### src/rtl/vdic_serial_alu_pkg.sv
// Shared types, constants and word helpers for the vdic_serial_alu block.
// VDIC_SERIAL_ALU_MUL_EN enables the multiply command (0x08).
package vdic_serial_alu_pkg;

    localparam int WORD_W = 10;

    typedef enum logic [7:0] {
        OP_AND = 8'h01,
        OP_OR  = 8'h02,
        OP_XOR = 8'h04,
        OP_MUL = 8'h08,
        OP_ADD = 8'h10,
        OP_SUB = 8'h20
    } operation_t;

    typedef enum logic {
        PT_DATA    = 1'b0,
        PT_CONTROL = 1'b1
    } payload_type_t;

    typedef enum logic [1:0] {
        S_IDLE,
        S_RECV,
        S_COMPUTE,
        S_SEND
    } state_t;

    localparam int STAT_INVALID = 7;
    localparam int STAT_PARITY  = 6;
    localparam int STAT_COUNT   = 5;

    // Parity bit that makes the whole 10-bit word even.
    function automatic logic word_parity(logic [8:0] payload);
        return ^payload;
    endfunction

    function automatic logic [WORD_W-1:0] encode_word(payload_type_t t, logic [7:0] b);
        return {t, b, word_parity({t, b})};
    endfunction

    function automatic logic op_valid(logic [7:0] op);
        logic ok;
        ok = (op == OP_AND) || (op == OP_OR) || (op == OP_XOR) ||
             (op == OP_ADD) || (op == OP_SUB);
`ifdef VDIC_SERIAL_ALU_MUL_EN
        ok = ok || (op == OP_MUL);
`else
        ok = ok && 1'b1;
`endif
        return ok;
    endfunction

endpackage

### src/rtl/vdic_serial_word_rx.sv
// Serial word receiver: shifts din MSB first while enabled and presents each
// completed 10-bit word for one cycle with its type, byte and parity status.
module vdic_serial_word_rx
    import vdic_serial_alu_pkg::*;
(
    input  logic       clk,
    input  logic       rst,
    input  logic       rx_en_i,
    input  logic       enable_n_i,
    input  logic       din_i,
    output logic       word_valid_o,
    output logic       word_type_o,
    output logic [7:0] word_byte_o,
    output logic       parity_ok_o
);

    logic [8:0]        shift_q, shift_d;
    logic [3:0]        bit_cnt_q, bit_cnt_d;
    logic              word_valid_q, word_valid_d;
    logic [WORD_W-1:0] word_q, word_d;

    // NOTE: every signal gets a default first so no path leaves it unassigned,
    // which would otherwise infer a latch.
    always_comb begin
        shift_d      = shift_q;
        bit_cnt_d    = bit_cnt_q;
        word_valid_d = 1'b0;
        word_d       = word_q;
        if (!rx_en_i || enable_n_i) begin
            bit_cnt_d = 4'd0;
        end else if (bit_cnt_q == 4'd9) begin
            word_d       = {shift_q, din_i};
            word_valid_d = 1'b1;
            bit_cnt_d    = 4'd0;
        end else begin
            shift_d   = {shift_q[7:0], din_i};
            bit_cnt_d = bit_cnt_q + 4'd1;
        end
    end

    // NOTE: state registers use non-blocking assignments so every flop samples
    // the pre-edge values regardless of statement order.
    always_ff @(posedge clk) begin
        if (rst) begin
            shift_q      <= '0;
            bit_cnt_q    <= '0;
            word_valid_q <= 1'b0;
            word_q       <= '0;
        end else begin
            shift_q      <= shift_d;
            bit_cnt_q    <= bit_cnt_d;
            word_valid_q <= word_valid_d;
            word_q       <= word_d;
        end
    end

    assign word_valid_o = word_valid_q;
    assign word_type_o  = word_q[9];
    assign word_byte_o  = word_q[8:1];
    assign parity_ok_o  = (word_parity(word_q[9:1]) == word_q[0]);

endmodule

### src/rtl/vdic_serial_alu.sv
// Serial ALU: receives a frame of operands plus a command word, folds the
// operation over the operands and returns a status word and result words.
// Define VDIC_SERIAL_ALU_MUL_EN to enable the multiply command.
module vdic_serial_alu
    import vdic_serial_alu_pkg::*;
#(
    parameter int MAX_OPERANDS = 9,
    parameter int RESULT_BYTES = 2
) (
    input  logic clk,
    input  logic rst,
    input  logic enable_n,
    input  logic din,
    output logic dout,
    output logic dout_valid
);

    localparam int RW      = 8 * RESULT_BYTES;
    localparam int FRAME_W = WORD_W * (1 + RESULT_BYTES);
    localparam int CNT_W   = $clog2(MAX_OPERANDS + 1);
    localparam int IDX_W   = $clog2(MAX_OPERANDS);
    localparam int TXC_W   = $clog2(FRAME_W + 1);

    logic       rx_valid, rx_type, rx_parity_ok;
    logic [7:0] rx_byte;

    state_t             state_q, state_d;
    logic [CNT_W-1:0]   count_q, count_d, idx_q, idx_d;
    logic               par_err_q, par_err_d, cnt_err_q, cnt_err_d;
    logic [7:0]         op_q, op_d, status_q, status_d;
    logic [RW-1:0]      acc_q, acc_d, acc_next, result;
    logic [FRAME_W-1:0] tx_q, tx_d, frame;
    logic [TXC_W-1:0]   tx_cnt_q, tx_cnt_d;
    logic               dout_q, dout_d, dout_valid_q, dout_valid_d;
    logic               buf_we, load_tx;
    logic [7:0]         buffer_q [2**IDX_W];

    vdic_serial_word_rx u_rx (
        .clk          (clk),
        .rst          (rst),
        .rx_en_i      ((state_q == S_IDLE) || (state_q == S_RECV)),
        .enable_n_i   (enable_n),
        .din_i        (din),
        .word_valid_o (rx_valid),
        .word_type_o  (rx_type),
        .word_byte_o  (rx_byte),
        .parity_ok_o  (rx_parity_ok)
    );

    function automatic logic [RW-1:0] fold(logic [RW-1:0] acc, logic [7:0] opnd, logic [7:0] op);
        logic [RW-1:0] b;
        b = RW'(opnd);
        case (op)
            OP_ADD:  fold = acc + b;
            OP_SUB:  fold = acc - b;
            OP_AND:  fold = acc & b;
            OP_OR:   fold = acc | b;
            OP_XOR:  fold = acc ^ b;
`ifdef VDIC_SERIAL_ALU_MUL_EN
            OP_MUL:  fold = acc * b;
`endif
            default: fold = acc;
        endcase
    endfunction

    function automatic logic [FRAME_W-1:0] build_frame(logic [7:0] status, logic [RW-1:0] res);
        build_frame = '0;
        build_frame[FRAME_W-1 -: WORD_W] = encode_word(PT_CONTROL, status);
        for (int i = 0; i < RESULT_BYTES; i++) begin
            build_frame[FRAME_W-1-WORD_W*(i+1) -: WORD_W] = encode_word(PT_DATA, res[RW-1-8*i -: 8]);
        end
    endfunction

    always_comb begin
        state_d      = state_q;
        count_d      = count_q;
        idx_d        = idx_q;
        par_err_d    = par_err_q;
        cnt_err_d    = cnt_err_q;
        op_d         = op_q;
        status_d     = status_q;
        acc_d        = acc_q;
        tx_d         = tx_q;
        tx_cnt_d     = tx_cnt_q;
        dout_d       = 1'b0;
        dout_valid_d = 1'b0;
        buf_we       = 1'b0;
        load_tx      = 1'b0;
        acc_next     = fold(acc_q, buffer_q[idx_q[IDX_W-1:0]], op_q);
        result       = acc_next;

        case (state_q)
            S_IDLE: begin
                count_d   = '0;
                par_err_d = 1'b0;
                cnt_err_d = 1'b0;
                if (!enable_n) state_d = S_RECV;
            end
            S_RECV: begin
                // A finished control word wins over enable_n rising on the same edge.
                if (rx_valid && (rx_type == PT_CONTROL)) begin
                    op_d                  = rx_byte;
                    status_d              = '0;
                    status_d[STAT_INVALID] = !op_valid(rx_byte);
                    status_d[STAT_PARITY]  = par_err_q || !rx_parity_ok;
                    status_d[STAT_COUNT]   = cnt_err_q || (count_q < CNT_W'(2));
                    acc_d                 = RW'(buffer_q[0]);
                    idx_d                 = CNT_W'(1);
                    state_d               = S_COMPUTE;
                end else if (enable_n) begin
                    state_d = S_IDLE;
                end else if (rx_valid) begin
                    par_err_d = par_err_q || !rx_parity_ok;
                    if (count_q == CNT_W'(MAX_OPERANDS)) begin
                        cnt_err_d = 1'b1;
                    end else begin
                        buf_we  = 1'b1;
                        count_d = count_q + CNT_W'(1);
                    end
                end
            end
            S_COMPUTE: begin
                if (status_q != 8'h00) begin
                    result  = '0;
                    load_tx = 1'b1;
                end else begin
                    acc_d = acc_next;
                    idx_d = idx_q + CNT_W'(1);
                    if ((idx_q + CNT_W'(1)) == count_q) load_tx = 1'b1;
                end
            end
            S_SEND: begin
                if (tx_cnt_q == TXC_W'(FRAME_W)) begin
                    state_d = S_IDLE;
                end else begin
                    dout_d       = tx_q[FRAME_W-1];
                    dout_valid_d = 1'b1;
                    tx_d         = {tx_q[FRAME_W-2:0], 1'b0};
                    tx_cnt_d     = tx_cnt_q + TXC_W'(1);
                end
            end
            default: state_d = S_IDLE;
        endcase

        frame = build_frame(status_q, result);
        if (load_tx) begin
            dout_d       = frame[FRAME_W-1];
            dout_valid_d = 1'b1;
            tx_d         = {frame[FRAME_W-2:0], 1'b0};
            tx_cnt_d     = TXC_W'(1);
            state_d      = S_SEND;
        end
    end

    always_ff @(posedge clk) begin
        if (rst) begin
            state_q      <= S_IDLE;
            count_q      <= '0;
            idx_q        <= '0;
            par_err_q    <= 1'b0;
            cnt_err_q    <= 1'b0;
            op_q         <= '0;
            status_q     <= '0;
            acc_q        <= '0;
            tx_q         <= '0;
            tx_cnt_q     <= '0;
            dout_q       <= 1'b0;
            dout_valid_q <= 1'b0;
        end else begin
            state_q      <= state_d;
            count_q      <= count_d;
            idx_q        <= idx_d;
            par_err_q    <= par_err_d;
            cnt_err_q    <= cnt_err_d;
            op_q         <= op_d;
            status_q     <= status_d;
            acc_q        <= acc_d;
            tx_q         <= tx_d;
            tx_cnt_q     <= tx_cnt_d;
            dout_q       <= dout_d;
            dout_valid_q <= dout_valid_d;
        end
    end

    // NOTE: the operand buffer has no reset; entries are only read after the
    // current frame has written them, so clearing storage would be wasted logic.
    always_ff @(posedge clk) begin
        if (buf_we) buffer_q[count_q[IDX_W-1:0]] <= rx_byte;
    end

    assign dout       = dout_q;
    assign dout_valid = dout_valid_q;

endmodule
### config.mk
export PLATFORM = sky130hd
export DESIGN_NAME = vdic_serial_alu
export DESIGN_NICKNAME = d
export VERILOG_FILES = /design/src/rtl/vdic_serial_alu_pkg.sv /design/src/rtl/vdic_serial_word_rx.sv /design/src/rtl/vdic_serial_alu.sv
export SDC_FILE = /design/constraint.sdc
export NUM_CORES = 1
export LEC_CHECK = 0
export ABC_AREA = 1
export CORE_MARGIN = 2
export CORE_UTILIZATION = 49
export DETAILED_ROUTE_END_ITERATION = 10
export PLACE_DENSITY = 0.67
export SLEW_MARGIN = 20
export SYNTH_ARGS = -nofsm -noshare
export SYNTH_HDL_FRONTEND = slang
export SYNTH_SLANG_ARGS = --single-unit
### constraint.sdc
create_clock -name clk -period 3.5 [get_ports clk]
set_input_delay 0.35 -clock clk [delete_from_list [all_inputs] [get_ports clk]]
set_output_delay 0.35 -clock clk [all_outputs]
set_load 0.01 [all_outputs]
==> impl_metrics.env <==
export IMPL_dp_cells=1812
export IMPL_crit_arrival_ps=4620
export IMPL_hold_violations=0
export IMPL_power_density_nw_per_um2=439
export IMPL_synth_area_um2=12000
export IMPL_place_congestion=0.921
export IMPL_grt_pass1_vias=10002
export IMPL_ir_drop_v=0.000364
export IMPL_fin_nets=1623
export IMPL_worst_pin_slew_ps=900
export IMPL_status="finished, violations left"
export IMPL_synth_top_area_share_pct=32.0
export IMPL_core_area_um2=24200
export IMPL_vias=10456
export IMPL_drtPass1Iterations=7
export IMPL_drive_above_1_share_pct=27.6
export IMPL_clk_pin_slew_worst_paths_ps=60
export IMPL_fin_area_um2=15300
export IMPL_slew_headroom_pct=39.9
export IMPL_cp_common_cell="nand2_1"
export IMPL_rsz0062_at_grt="true"
export IMPL_cpPeakStageDelay_ps=430
export IMPL_grt_max_degree=52
export IMPL_crit_required_ps=3960
export IMPL_cts_hold_buf=0
export IMPL_synthArstFlopShare_pct=0
export IMPL_cts_tree="done"
export IMPL_synth_most_common_cell="nand2_1"
export IMPL_ant_nets=0
export IMPL_report_final_slew_viol_count=0
export IMPL_cts_buffer_depth=3
export IMPL_min_delay_start="rst"
export IMPL_clock_latency_ps=540
export IMPL_rr_worst_depth=29
export IMPL_wl_per_cell_um=16.9
export IMPL_grt_antenna_before_repair=0
export IMPL_first_iter_violations=835
export IMPL_synth_cells=1403
export IMPL_viasPerCell=5.50
export IMPL_fp_dieW_um=161
export IMPL_holdCritPathClass="in2reg"
export IMPL_synth_warnings=0
export IMPL_hold_path_end="tx_q[28]"
export IMPL_io_pins=6
export IMPL_violations="setup timing"
export IMPL_endpoint_kind="flop"
export IMPL_min_path_cells=3
export IMPL_synth_edf_count=128
export IMPL_grt_use_total_pct=23.7
export IMPL_finalSetupViolations=28
export IMPL_crit_type="reg2reg"
export IMPL_synth_common_cells="nand2_1 (306), nor2_1 (155), inv_1 (142)"
export IMPL_yosys_top_cells_area="edfxtp_1 (32%), dfxtp_1 (17%), nand2_1 (9.6%)"
export IMPL_core_rowCount=57
export IMPL_cts_made_buffers=25
export IMPL_start_util_pct=49.7
export IMPL_cts_max_level=1
export IMPL_fin_ws_ps=-667
export IMPL_synth_seq_cells=231
export IMPL_die_area_um2=25800
export IMPL_portBuffers=5
export IMPL_timing_rr_end="tx_q[11]"
export IMPL_cap_violations=0
export IMPL_area_delta_synth_final_pct=27.7
export IMPL_routed_wl_um=32100
export IMPL_overflow=0
export IMPL_period_share_pct=119
export IMPL_finalNonFillerCells=1902
export IMPL_cts_root_buf="clkbuf_16"
export IMPL_synth_cell_types=52
export IMPL_fin_worst_skew_ps=24.3
export IMPL_synthFlopType="edfxtp_1"
export IMPL_crit_fanout=8
export IMPL_fmax_mhz=240
export IMPL_layout_min_cycle_time_ps=4170
export IMPL_drc=0
export IMPL_placedInstanceArea_um2=13300
export IMPL_p_total_mw=6.74
export IMPL_cp_start_kind="flop"
export IMPL_die_height_um=161
export IMPL_num_fill_cells=1892
export IMPL_hpwl_um=20600
export IMPL_grt_pass1_wl_um=49700
export IMPL_cpMaxStageDelayCell="dfxtp_4"
export IMPL_ys_seq_area_share_pct=49.2
export IMPL_diodes=0
export IMPL_utilization_pct=63.5
export IMPL_synth_area_leader_cell="edfxtp_1"
export IMPL_r2r_slack_ps=-670
export IMPL_cts_sinks=231
export IMPL_synth_area_per_cell_um2=8.56
export IMPL_leakage_nw=6.26
-- worst max-delay path by stage --
stage | startpoint | to | slack, ps | cells after the start
6_report | flop | tx_q[11] | -670 | 29
5_1_grt | flop | tx_q[11] | -870 | 28
4_1_cts | flop | tx_q[11] | -360 | 30
3_5_place_dp | flop | tx_q[1] | -550 | 29
3_3_place_gp | flop | tx_q[11] | -520 | 31
2_1_floorplan | flop | tx_q[1] | 20 | 29
-- layout by cell type, fill, tap and decap left out, drive strengths merged, types with 12 or more instances in the layout --
cell	Yosys	final
edfxtp	128	128
nand4	17	17
nor2	164	164
a21oi	78	78
ha	56	56
o21ai	119	119
nand3	89	89
buf	24	171
o221ai	23	23
nand2	322	322
xor2	12	12
a31oi	20	20
clkbuf	29	39
dfxtp	103	103
inv	157	158
-- cell families after synthesis --
logic type / Yosys count / synth area share, %
simple gates: 613 / 23.1
fa+ha+maj: 57 / 6.00
other cells: 1 / 0.0312
buf+inv: 211 / 7.22
xor+xnor: 21 / 1.59
compound gates: 269 / 12.9
flops: 231 / 49.2
-- state kept, by name, summed over array words and instances (netlist names), named ones only --
| register | flops |
|---|---|
| u_rx.word_valid_o | 1 |
| state_q | 2 |
| tx_q | 29 |
| op_q | 8 |
| tx_cnt_q | 5 |
| idx_q | 4 |
| buffer_q | 128 |
| u_rx.shift_q | 9 |
| dout_valid | 1 |
| par_err_q | 1 |
| status_q | 3 |
| acc_q | 16 |
| cnt_err_q | 1 |
| u_rx.word_q | 10 |
| count_q | 4 |
| u_rx.bit_cnt_q | 4 |
| dout | 1 |
-- power by group --
group	total (mW)	leakage [nW]	switching, mW	internal, mW
registers	2.92	2.03	0.0499	2.88
logic	1.21	3.82	0.662	0.550
clock network	2.60	0.408	1.09	1.51
total	6.74	6.26	1.80	4.94
-- area by class of cell --
class	count	area [µm²]	area share, %
Tap cell	324	405	2.64
Inverter	158	616	4.01
Clock inverter	7	65.1	0.424
Multi-Input combinational cell	968	6010	39.2
Timing Repair Buffer	178	1580	10.3
Sequential cell	231	5910	38.5
Clock buffer	36	758	4.94
-- metrics by stage --
stage / worst slack (ps) / setup TNS [ps] / hold slack [ps]
final: -667 / -9380 / 437
after global routing: -866 / -13860 / 462
after CTS: -363 / -2730 / 412
after detailed placement: -554 / -6810 / 455
after global placement: -521 / -6030 / 448
after floorplan: 20.4 / 0 / 433
-- metal layers --
metal  GRT usage (%)  up-vias  wire length, µm
li1                -     5031                -
met1            32.2     5013            14000
met2            39.5      347            15400
met3            3.41       65             1820
met4            7.04        0              909
met5               0        -                0
-- repair_timing --
action,4_1_cts,5_1_grt
endpoints found under the setup margin,28,31
buffers inserted,23,23
gates cloned,2,2
resized for setup,123,116
pin swaps,38,46
-- critical path: cells and delay by family, from the launching register on --
| kind | cells | cell delay, ps |
|---|---|---|
| DFF | 1 | 430 |
| adders and majority gates | 2 | 490 |
| buffers and inverters | 5 | 640 |
| AOI/OAI and AO/OA | 5 | 760 |
| and+or+nand+nor | 17 | 1750 |
Note: power is estimated with default switching activity, not from simulation.
